--- src/rtl/stream_sel_mux.sv ---
// stream_sel_mux: registered packet-aware N:1 stream selector; STREAM_SEL_RR_EN swaps sel for a round-robin arbiter
module stream_sel_mux #(
  parameter int NUM_IN = 31,
  parameter int WIDTH  = 2,
  parameter int SEL_W  = 5
) (
  input  logic                    clk,
  input  logic                    reset,
  input  logic [SEL_W-1:0]        sel,
  input  logic [NUM_IN*WIDTH-1:0] in_data,
  input  logic [NUM_IN-1:0]       in_valid,
  input  logic [NUM_IN-1:0]       in_last,
  output logic [NUM_IN-1:0]       in_ready,
  output logic [WIDTH-1:0]        out_data,
  output logic                    out_valid,
  output logic                    out_last,
  input  logic                    out_ready,
  output logic                    sel_err,
  output logic [SEL_W-1:0]        cur_ch
);
  typedef enum logic {IDLE, LOCKED} state_t;
  state_t state, state_n;
  logic load_ok, en, xfer, ch_valid, ch_last, sel_err_n;
  logic [SEL_W-1:0] ch;
  logic [WIDTH-1:0] ch_data;
  logic [NUM_IN-1:0] v_sh, l_sh;
`ifdef STREAM_SEL_RR_EN
  logic [SEL_W-1:0] rr_ptr, grant;
  logic any_valid;
  logic [NUM_IN-1:0] rr_sh;
  int k;
  // first valid channel scanning upward from rr_ptr, wrapping at NUM_IN
  always_comb begin
    grant = rr_ptr;
    any_valid = 1'b0;
    k = 0;
    rr_sh = '0;
    for (int i = 0; i < NUM_IN; i++) begin
      k = int'(rr_ptr) + i;
      k = k >= NUM_IN ? k - NUM_IN : k;
      rr_sh = in_valid >> k;
      if (!any_valid && rr_sh[0]) begin
        any_valid = 1'b1;
        grant = SEL_W'(k);
      end
    end
  end
  assign en = state == LOCKED || any_valid;
  assign ch = state == LOCKED ? cur_ch : grant;
  assign sel_err_n = 1'b0;
`else
  logic sel_ok;
  assign sel_ok = {1'b0, sel} < (SEL_W+1)'(NUM_IN);
  assign en = state == LOCKED || sel_ok;
  assign ch = state == LOCKED ? cur_ch : sel;
  assign sel_err_n = state == IDLE && !sel_ok;
`endif
  assign load_ok  = !out_valid || out_ready;
  assign in_ready = (en && load_ok) ? (NUM_IN'(1) << ch) : '0;
  assign v_sh     = in_valid >> ch;
  assign l_sh     = in_last >> ch;
  assign ch_valid = v_sh[0];
  assign ch_last  = l_sh[0];
  assign ch_data  = WIDTH'(in_data >> (int'(ch) * WIDTH));
  assign xfer     = en && load_ok && ch_valid;
  always_comb begin
    state_n = state;
    if (xfer) state_n = ch_last ? IDLE : LOCKED;
  end
  always_ff @(posedge clk or posedge reset) begin
    if (reset) begin
      state     <= IDLE;
      out_data  <= '0;
      out_valid <= 1'b0;
      out_last  <= 1'b0;
      sel_err   <= 1'b0;
      cur_ch    <= '0;
`ifdef STREAM_SEL_RR_EN
      rr_ptr    <= '0;
`endif
    end else begin
      state   <= state_n;
      sel_err <= sel_err_n;
      if (xfer) begin
        out_data  <= ch_data;
        out_valid <= 1'b1;
        out_last  <= ch_last;
      end else if (out_ready) begin
        out_valid <= 1'b0;
      end
      if (xfer && state == IDLE && !ch_last) cur_ch <= ch;
`ifdef STREAM_SEL_RR_EN
      if (xfer && state == IDLE) rr_ptr <= grant == SEL_W'(NUM_IN-1) ? '0 : grant + 1'b1;
`endif
    end
  end
endmodule
--- config.mk ---
export PLATFORM = sky130hd
export DESIGN_NAME = stream_sel_mux
export DESIGN_NICKNAME = d
export VERILOG_FILES = /design/src/rtl/stream_sel_mux.sv
export SDC_FILE = /design/constraint.sdc
export NUM_CORES = 1
export LEC_CHECK = 0
export CELL_PAD_IN_SITES_DETAIL_PLACEMENT = 0
export CELL_PAD_IN_SITES_GLOBAL_PLACEMENT = 2
export CORE_UTILIZATION = 15
export DETAILED_ROUTE_END_ITERATION = 6
export PLACE_DENSITY = 0.83
export SETUP_SLACK_MARGIN = 0.02
export SYNTH_ARGS = -nofsm -noshare
export SYNTH_HDL_FRONTEND = slang
export SYNTH_SLANG_ARGS = --single-unit
--- constraint.sdc ---
create_clock -name clk -period 2.4 [get_ports clk]
set_input_delay 0.48 -clock clk [delete_from_list [all_inputs] [get_ports clk]]
set_output_delay 0.48 -clock clk [all_outputs]
set_load 0.1 [all_outputs]
==> Word level (Yosys, flattened, before mapping) <==
Index checks and enable logic that the tools add are counted.
{ "classes": {"reduce_logical": 11, "order_cmp": 1, "n_shift": 4, "mux": 5, "n_bitwise": 1} }
{ "ops": {"columns": ["cell", "count"], "rows": [
  ["$shr A31 B5 Y1", 2],
  ["$shr A62 B6 Y2", 1],
  ["$mux W31", 1],
  ["$shl A1 B5 Y31 const A", 1],
  ["$logic_and A1 B1 Y1", 5],
  ["$lt A5 B5 Y1 const B", 1],
  ["$mux W5", 1],
  ["$logic_not A1 Y1", 3],
  ["$mux W1", 3],
  ["$logic_or A1 B1 Y1", 2],
  ["$reduce_bool A2 Y1", 1],
  ["$not A1 Y1", 1]
]} }
{ "word_totals": {"register_bits": 11, "output_inout_bits": 41} }

==> Logic depth before layout (Yosys ltp) <==
Gate-level depths: netlist (run 1).
{ "logic_depth": {"depth_word": 6, "depth_mapped": 10, "depth_no_buf": 7} }

==> Worst setup path after synthesis (run 1) <==
OpenSTA, ideal clock, no wires.
{ "synth_path": {"path_kind": "register to output", "from": "register cur_ch[2]", "to": "output port in_ready[30]", "path_slack_ns": -1.877, "path_buffers": 2, "path_stages_with_launch": 5, "required_time_ns": 1.920, "t_arrival_ns": 3.797, "cell_sequence": "dfrtp_1 -> mux2i_1 -> clkbuf_1 -> buf_1 -> nor3_1"} }
{ "synth_via": {"elab_chain_len": 3} }
{ "synth_lines": {"columns": ["item", "line", "rtl"], "rows": [
  ["start, declared", "19", "output logic [SEL_W-1:0] cur_ch"],
  ["start signal, assigned", "91", "if (xfer && state == IDLE && !ch_last) cur_ch <= ch;"],
  ["$mux W5", "55", "assign ch = state == LOCKED ? cur_ch : sel;"],
  ["$shl A1 B5 Y31", "59", "assign in_ready = (en && load_ok) ? (NUM_IN'(1) << ch) : '0;"],
  ["$mux W31", "59", null],
  ["end, declared", "13", "output logic [NUM_IN-1:0] in_ready,"]
]} }
No other way between the ends.

==> Final worst setup path (run 1) <==
{ "layout_path": {"from": "register state", "to": "output port in_ready[30]"} }
{ "layout_via": {"elab_chain_len": 3} }
{ "layout_lines": {"columns": ["item", "line", "rtl"], "rows": [
  ["start, declared", "22", "state_t state, state_n;"],
  ["start signal, assigned", "82", "state <= state_n;"],
  ["$mux W5 / $logic_or A1 B1 Y1 (equally long branches)", "55, 54", null],
  ["$shl A1 B5 Y31 / $logic_and A1 B1 Y1 (equally long branches)", "59", null],
  ["$mux W31 (*)", "59", null]
]} }
Mark *: on every way between the ends. The rest lies on a longest branch, timed or not.

==> results of run 1 <==
==> registers in the layout, indices dropped and copies added (netlist names) <==
| signal | cells |
|---|---|
| state | 1 |
| out_valid | 1 |
| out_data | 2 |
| cur_ch | 5 |
| sel_err | 1 |
| out_last | 1 |
==> layer usage <==
metal | share of wire (%) | vias up
met1 | 41 | 1716
met4 | 2.2 | 0
li1 | - | 1817
met3 | 7.2 | 24
met2 | 50 | 189
met5 | 0 | -
==> power by group through the flow <==
stage                     Clock, mW  Sequential [mW]  Combinational, mW
after CTS                     0.308            0.437               6.18
final                         0.303            0.441               6.53
after global routing          0.323            0.452               6.89
after detailed placement          0            0.446               5.48
after global placement            0            0.451               5.44
after floorplan                   0            0.946               3.06
==> worst max path at each step <==
stage	startpoint	end	slack, ns	cells past startpoint
6_report	state	in_ready[30]	-0.19	7
5_1_grt	state	cur_ch[3]	-0.25	10
3_3_place_gp	sel[0]	cur_ch[3]	-0.86	11
2_1_floorplan	state	in_ready[18]	-0.25	6
4_1_cts	state	in_ready[23]	-0.21	8
3_5_place_dp	sel[0]	cur_ch[3]	-0.87	11
==> cell type report <==
type	instances	area, um2
fillers	1480	8940
repair buffers	297	3240
clock buffers	4	78.8
multi-input cells	301	2590
inverters	5	18.8
flip-flops and latches	11	294
well taps	211	264
==> cell usage after synthesis (3+ instances only) <==
master,count
or3b_2,3
nand2_1,79
a2111oi_0,4
and2_1,3
buf_1,3
dfrtp_1,11
a21o_1,3
inv_1,5
o22ai_1,4
mux2i_1,9
nand3_2,3
nor2_1,26
buf_4,7
mux2_4,8
clkbuf_1,5
mux2_2,8
nor3_1,15
a31oi_1,9
and3_1,8
nand2b_1,4
or3b_1,3
a211oi_1,3
mux2i_2,3
o221ai_1,4
nand3_1,31
buf_2,12
o21ai_0,6
a21oi_1,23
==> critical path, stage by stage, from the launching register on <==
cell,delay (ns)
dfrtp_2,0.45
buf_6,0.15
buf_12,0.12
or3b_4,0.41
and2_4,0.18
buf_12,0.15
nor3_4,0.21
buf_12,0.20
==> kinds of logic (layout without fill, tap and decap cells) <==
logic type,Yosys count,after routing,synth area share (%)
buffers and inverters,36,306,9.13
AOI/OAI and AO/OA,78,78,23.0
muxes,30,30,16.3
DFF,11,11,11.5
and+or+nand+nor,193,193,40.1
==> cells in the final DEF (no fill, tap or decap), types with 4 or more instances in the layout <==
| cell | Yosys | final |
|---|---|---|
| nand3_4 | 0 | 5 |
| nand3_1 | 31 | 28 |
| nor3_4 | 0 | 11 |
| a21oi_1 | 23 | 16 |
| and3_1 | 8 | 7 |
| nor2_4 | 0 | 22 |
| inv_1 | 5 | 5 |
| mux2i_4 | 0 | 4 |
| nand2_8 | 0 | 4 |
| mux2_4 | 8 | 9 |
| buf_6 | 2 | 28 |
| a21oi_2 | 0 | 7 |
| mux2i_1 | 9 | 7 |
| a31oi_1 | 9 | 7 |
| buf_12 | 1 | 45 |
| dfrtp_4 | 0 | 4 |
| buf_4 | 7 | 89 |
| clkdlybuf4s50_1 | 0 | 125 |
| nand2_1 | 79 | 74 |
| nor2_1 | 26 | 4 |
| dfrtp_1 | 11 | 4 |
| a2111oi_2 | 0 | 4 |
| mux2_2 | 8 | 7 |
==> through the flow <==
stage          cell area [um2]  total power [mW]  TNS [ns]  util, %  setup WS (ns)
3_3_place_gp              5610              5.89    -22.57     36.4         -0.856
4_1_cts                   6210              6.93     -3.02     40.3         -0.205
6_report                  6480              7.27     -3.27     42.0         -0.190
2_1_floorplan             2880              4.01     -3.79        -         -0.248
5_1_grt                   6480              7.66     -5.79     42.0         -0.247
3_5_place_dp              5610              5.92    -22.97     36.4         -0.874
==> repair_timing <==
| action | CTS | global route |
|---|---|---|
| cloned | 2 | 0 |
| gates resized for setup | 83 | 36 |
| setup buffers | 31 | 15 |
| pin swaps | 29 | 35 |
| setup endpoints to repair | 41 | 41 |
==> impl_metrics.yaml, run 1 <==
timing:
  setup_viol: 36
  fin_crit_sh_pct: 108
  tightest_slew_ns: 0.417
  fin_hold_ws_ns: 0.509
  slew_viol_final: 0
  post-route-min-period_ns: 2.59
  hold_viol: 0
  rsz0062_at_grt: "true"
  skew_ns: 0.00108
  final.setup.worst_slack_ns: -0.190
  max_freq_mhz: 386
  relSlewSlack_pct: 72.2
global_route:
  grt.total_usage_pct: 16.9
  grt_max_degree: 31
  grt_pass1_vias: 3922
  grt_overflow: 0
  grt_pass1_wl_um: 21700
  antenna_found_initial: 0
  gr-usage-met2_pct: 30.6
  use_met1_pct: 20.7
  busiest_layer: "met2"
  gr-usage-met3_pct: 2.74
worst_hold_path:
  hold_end: "out_data[0]"
  min-delay-start: "out_data[0]"
  hp-class: "register to register"
  whs_path_depth: 2
power:
  p_comb_share_pct: 89.8
  switching_share_pct: 51.8
  netSwitchingPower_mw: 3.77
  p_leak_nw: 2.63
  p_seq_share_pct: 6.1
  clockPowerShare_pct: 4.2
  intPower_mw: 3.51
  power_density_mw_per_mm2: 1120
  ir_drop_mv: 0.378
place:
  dp.cells: 781
  hpwlAfterDp_um: 11300
  numPortBuffers: 172
  gp_congestion: 0.900
worst_setup_path:
  crit_arrival_ns: 2.11
  reg2reg_to: "cur_ch[3]"
  worstSetupPathType: "register to output pin"
  path_max_fanout: 8
  rrSetupSlack_ns: -0.16
  worstPathRequired_ns: 1.92
  endpoint_kind: "output pin"
  r2r_start: "state"
  start_kind: "register"
  r2r_cells: 11
drt:
  drt_pass1_iterations: 4
  viasPerCell: 4.52
  wl_per_cell_um: 17.1
  ant_nets: 0
  num_vias: 3746
  drtIter0Drc: 254
  drt-total-wl_um: 14200
  drc_errors: 0
yosys:
  synth_top_area_share_pct: 12.4
  synth_async_sr_flop_share_pct: 100
  synth_area_leader_cell: "nand2_1"
  avgSynthCellArea_um2: 6.89
  synth_edf_count: 0
  yosysWarnings: 0
  synth_area_mm2: 0.00240
  ys_seq_elements: 11
  ys_seq_area_share_pct: 11.5
  yosysUniqueCellTypes: 63
  syn_nets: 480
  synth_top_flop_cell: "dfrtp_1"
  synthCells: 348
  synth.area.top_cells: "nand2_1 12%, dfrtp_1 11%, nand3_1 6.5%"
final_layout:
  diodes: 0
  fin_nets: 751
  drive_above_1_share_pct: 47.7
  layout.cells.non_filler: 829
  areaGrowthSynthToFinish_pct: 170
cts:
  clkTransAtPathRegs_ns: 0.04
  clockRootBuffer: "clkbuf_16"
  clock_sinks: 11
  cts_max_level: 1
  cts_buffers: 3
  cts_tree: "built"
  worstSkewPairLatency_ns: 0.24
  cts_buffer_depth: 2
  cts-hold-fix-buffers: 0
flow_run:
  cap_violations: 0
die:
  dieArea_mm2: 0.0165
  num_rows: 45
  coreArea_mm2: 0.0154
  die_y_um: 128
  io_pins: 173
  start_util_pct: 15.5
  die_w_um: 128
outcome:
  run_status: "finished, violations left"
  violations: "negative setup slack"
Power figures use the tool's default switching activity.
==> inputs of run 2 (changes only) <==
Settings changed: SKIP_CTS_REPAIR_TIMING from default to 1.
==> run 2 against run 1 <==
Net effect: the flow still finishes with violations (negative setup slack); sequential cell count did not move; sequential power fell by 3%; hold slack lost 0.011 ns; final area is 3.1% lower; register-to-register slack lost 0.03 ns; sequential share of layout area grew 0.14 points; die area unchanged.
==> impl_metrics.yaml, run 2 (synthesis results as in run 1) <==
power:
  p_comb_share_pct: 89.6
  total_power_mw: 7.02
  power_density_mw_per_mm2: 1120
  p_seq_share_pct: 6.1
  intPower_mw: 3.35
  netSwitchingPower_mw: 3.66
  ir_drop_mv: 0.410
  p_leak_nw: 2.57
  switching_share_pct: 52.2
  clockPowerShare_pct: 4.3
die:
  io_pins: 173
  coreArea_mm2: 0.0154
  num_rows: 45
  start_util_pct: 15.5
  die_w_um: 128
  dieArea_mm2: 0.0165
  die_y_um: 128
place:
  dp.cells: 781
  gp_congestion: 0.900
  hpwlAfterDp_um: 11300
  numPortBuffers: 172
cts:
  cts_max_level: 1
  worstSkewPairLatency_ns: 0.24
  cts_buffer_depth: 2
  cts_buffers: 3
  clockRootBuffer: "clkbuf_16"
  clock_sinks: 11
  cts_tree: "built"
  clkTransAtPathRegs_ns: 0.04
global_route:
  busiest_layer: "met2"
  grt_pass1_vias: 3633
  grt_max_degree: 31
  gr-usage-met2_pct: 28.1
  antenna_found_initial: 0
  grt_pass1_wl_um: 20200
  grt_overflow: 0
  grt.total_usage_pct: 15.7
  use_met1_pct: 19.8
  gr-usage-met3_pct: 2.83
drt:
  ant_nets: 0
  wl_per_cell_um: 17.1
  num_vias: 3685
  drtIter0Drc: 244
  drt_pass1_iterations: 4
  drc_errors: 0
  drt-total-wl_um: 13900
  viasPerCell: 4.52
worst_setup_path:
  worstPathRequired_ns: 2.52
  endpoint_kind: "register"
  crit_arrival_ns: 2.71
  worstSetupPathType: "register to register"
  start_kind: "register"
  path_max_fanout: 9
worst_hold_path:
  hp-class: "register to register"
timing:
  tightest_slew_ns: 0.500
  final.setup.worst_slack_ns: -0.189
  skew_ns: 0.00177
  fin_crit_sh_pct: 108
  post-route-min-period_ns: 2.59
  relSlewSlack_pct: 66.6
  finalSetupTns_ns: -3.29
  rsz0062_at_grt: "true"
  max_freq_mhz: 386
  slew_viol_final: 0
  hold_viol: 0
  setup_viol: 38
outcome:
  run_status: "finished, violations left"
  violations: "negative setup slack"
final_layout:
  largest_reg_flops: 5
  fin_nets: 737
  multi_input_area_mm2: 0.00252
  areaGrowthSynthToFinish_pct: 162
  regMostFlops: "cur_ch"
  fill_cells: 1495
  drive_above_1_share_pct: 44.0
  reg_top3: "cur_ch: 5 flops, out_data: 2 flops"
  seqCellArea_um2: 294
  fin_util_pct: 40.7
  layout_commonest_cell: "clkdlybuf4s50_1"
  diodes: 0
  layout.cells.non_filler: 815
  final_cell_mix: "124 x clkdlybuf4s50_1, 86 x buf_4, 74 x nand2_1"
flow_run:
  cap_violations: 0
## run 2: cell types whose count changed in the layout (fill, tap and decap cells not counted), sizes merged
cell           previous run  this run
buf                     168       152
dlygate4sd2               2         0
dlymetal6s2s              2         6
clkbuf                    4         5
clkdlybuf4s50           125       124
## run 2: per-layer routing
metal / share of wire, % / wire length, um
met3: 6.9 / 962
met4: 1.3 / 178
met1: 41 / 5710
met5: 0 / 0
met2: 51 / 7090
## run 2: power by group through the flow
stage / clock, mW / combinational, mW / sequential, mW
after floorplan: 0 / 3.06 / 0.946
after global placement: 0 / 5.44 / 0.451
after detailed placement: 0 / 5.48 / 0.446
after CTS: 0.308 / 5.50 / 0.443
after global routing: 0.325 / 6.62 / 0.435
final: 0.304 / 6.29 / 0.426
## run 2: cell type report
cell class / count / area share (%)
Inverter: 5 / 0.299
Multi-Input combinational cell: 301 / 40.1
Tap cell: 211 / 4.20
Sequential cell: 11 / 4.68
Clock buffer: 4 / 1.25
Timing Repair Buffer: 283 / 49.5
## run 2: path summary, 6_finish.rpt
path | from | to | slack (ns) | depth (start not counted)
max in group asynchronous | reset | cur_ch[2] | 1.52 | 2
setup / recovery | cur_ch[0] | cur_ch[3] | -0.19 | 10
min in group asynchronous | reset | sel_err | 0.55 | 2
hold reg to reg | out_data[0] | out_data[0] | 0.50 | 2
hold / removal | out_data[0] | out_data[0] | 0.50 | 2
setup reg to reg | cur_ch[0] | cur_ch[3] | -0.19 | 10
## run 2: critical path, cell delays in order, from the launching register on
cell and delay [ns]:
dfrtp_4 0.50, buf_12 0.14, buf_4 0.16, or3b_2 0.20, a31o_1 0.16, o221ai_2 0.08, o32a_1 0.31, o21a_4 0.24
a211oi_4 0.21, buf_6 0.16, mux2_4 0.30
## run 2: metrics by stage
| stage | hold WS (ns) | cell area (um2) | setup WS [ns] |
|---|---|---|---|
| 6_report | 0.498 | 6280 | -0.189 |
| 5_1_grt | 0.555 | 6280 | -0.235 |
| 4_1_cts | 0.504 | 5690 | -0.641 |
| 3_5_place_dp | 0.495 | 5610 | -0.874 |
| 3_3_place_gp | 0.500 | 5610 | -0.856 |
| 2_1_floorplan | 0.332 | 2880 | -0.248 |
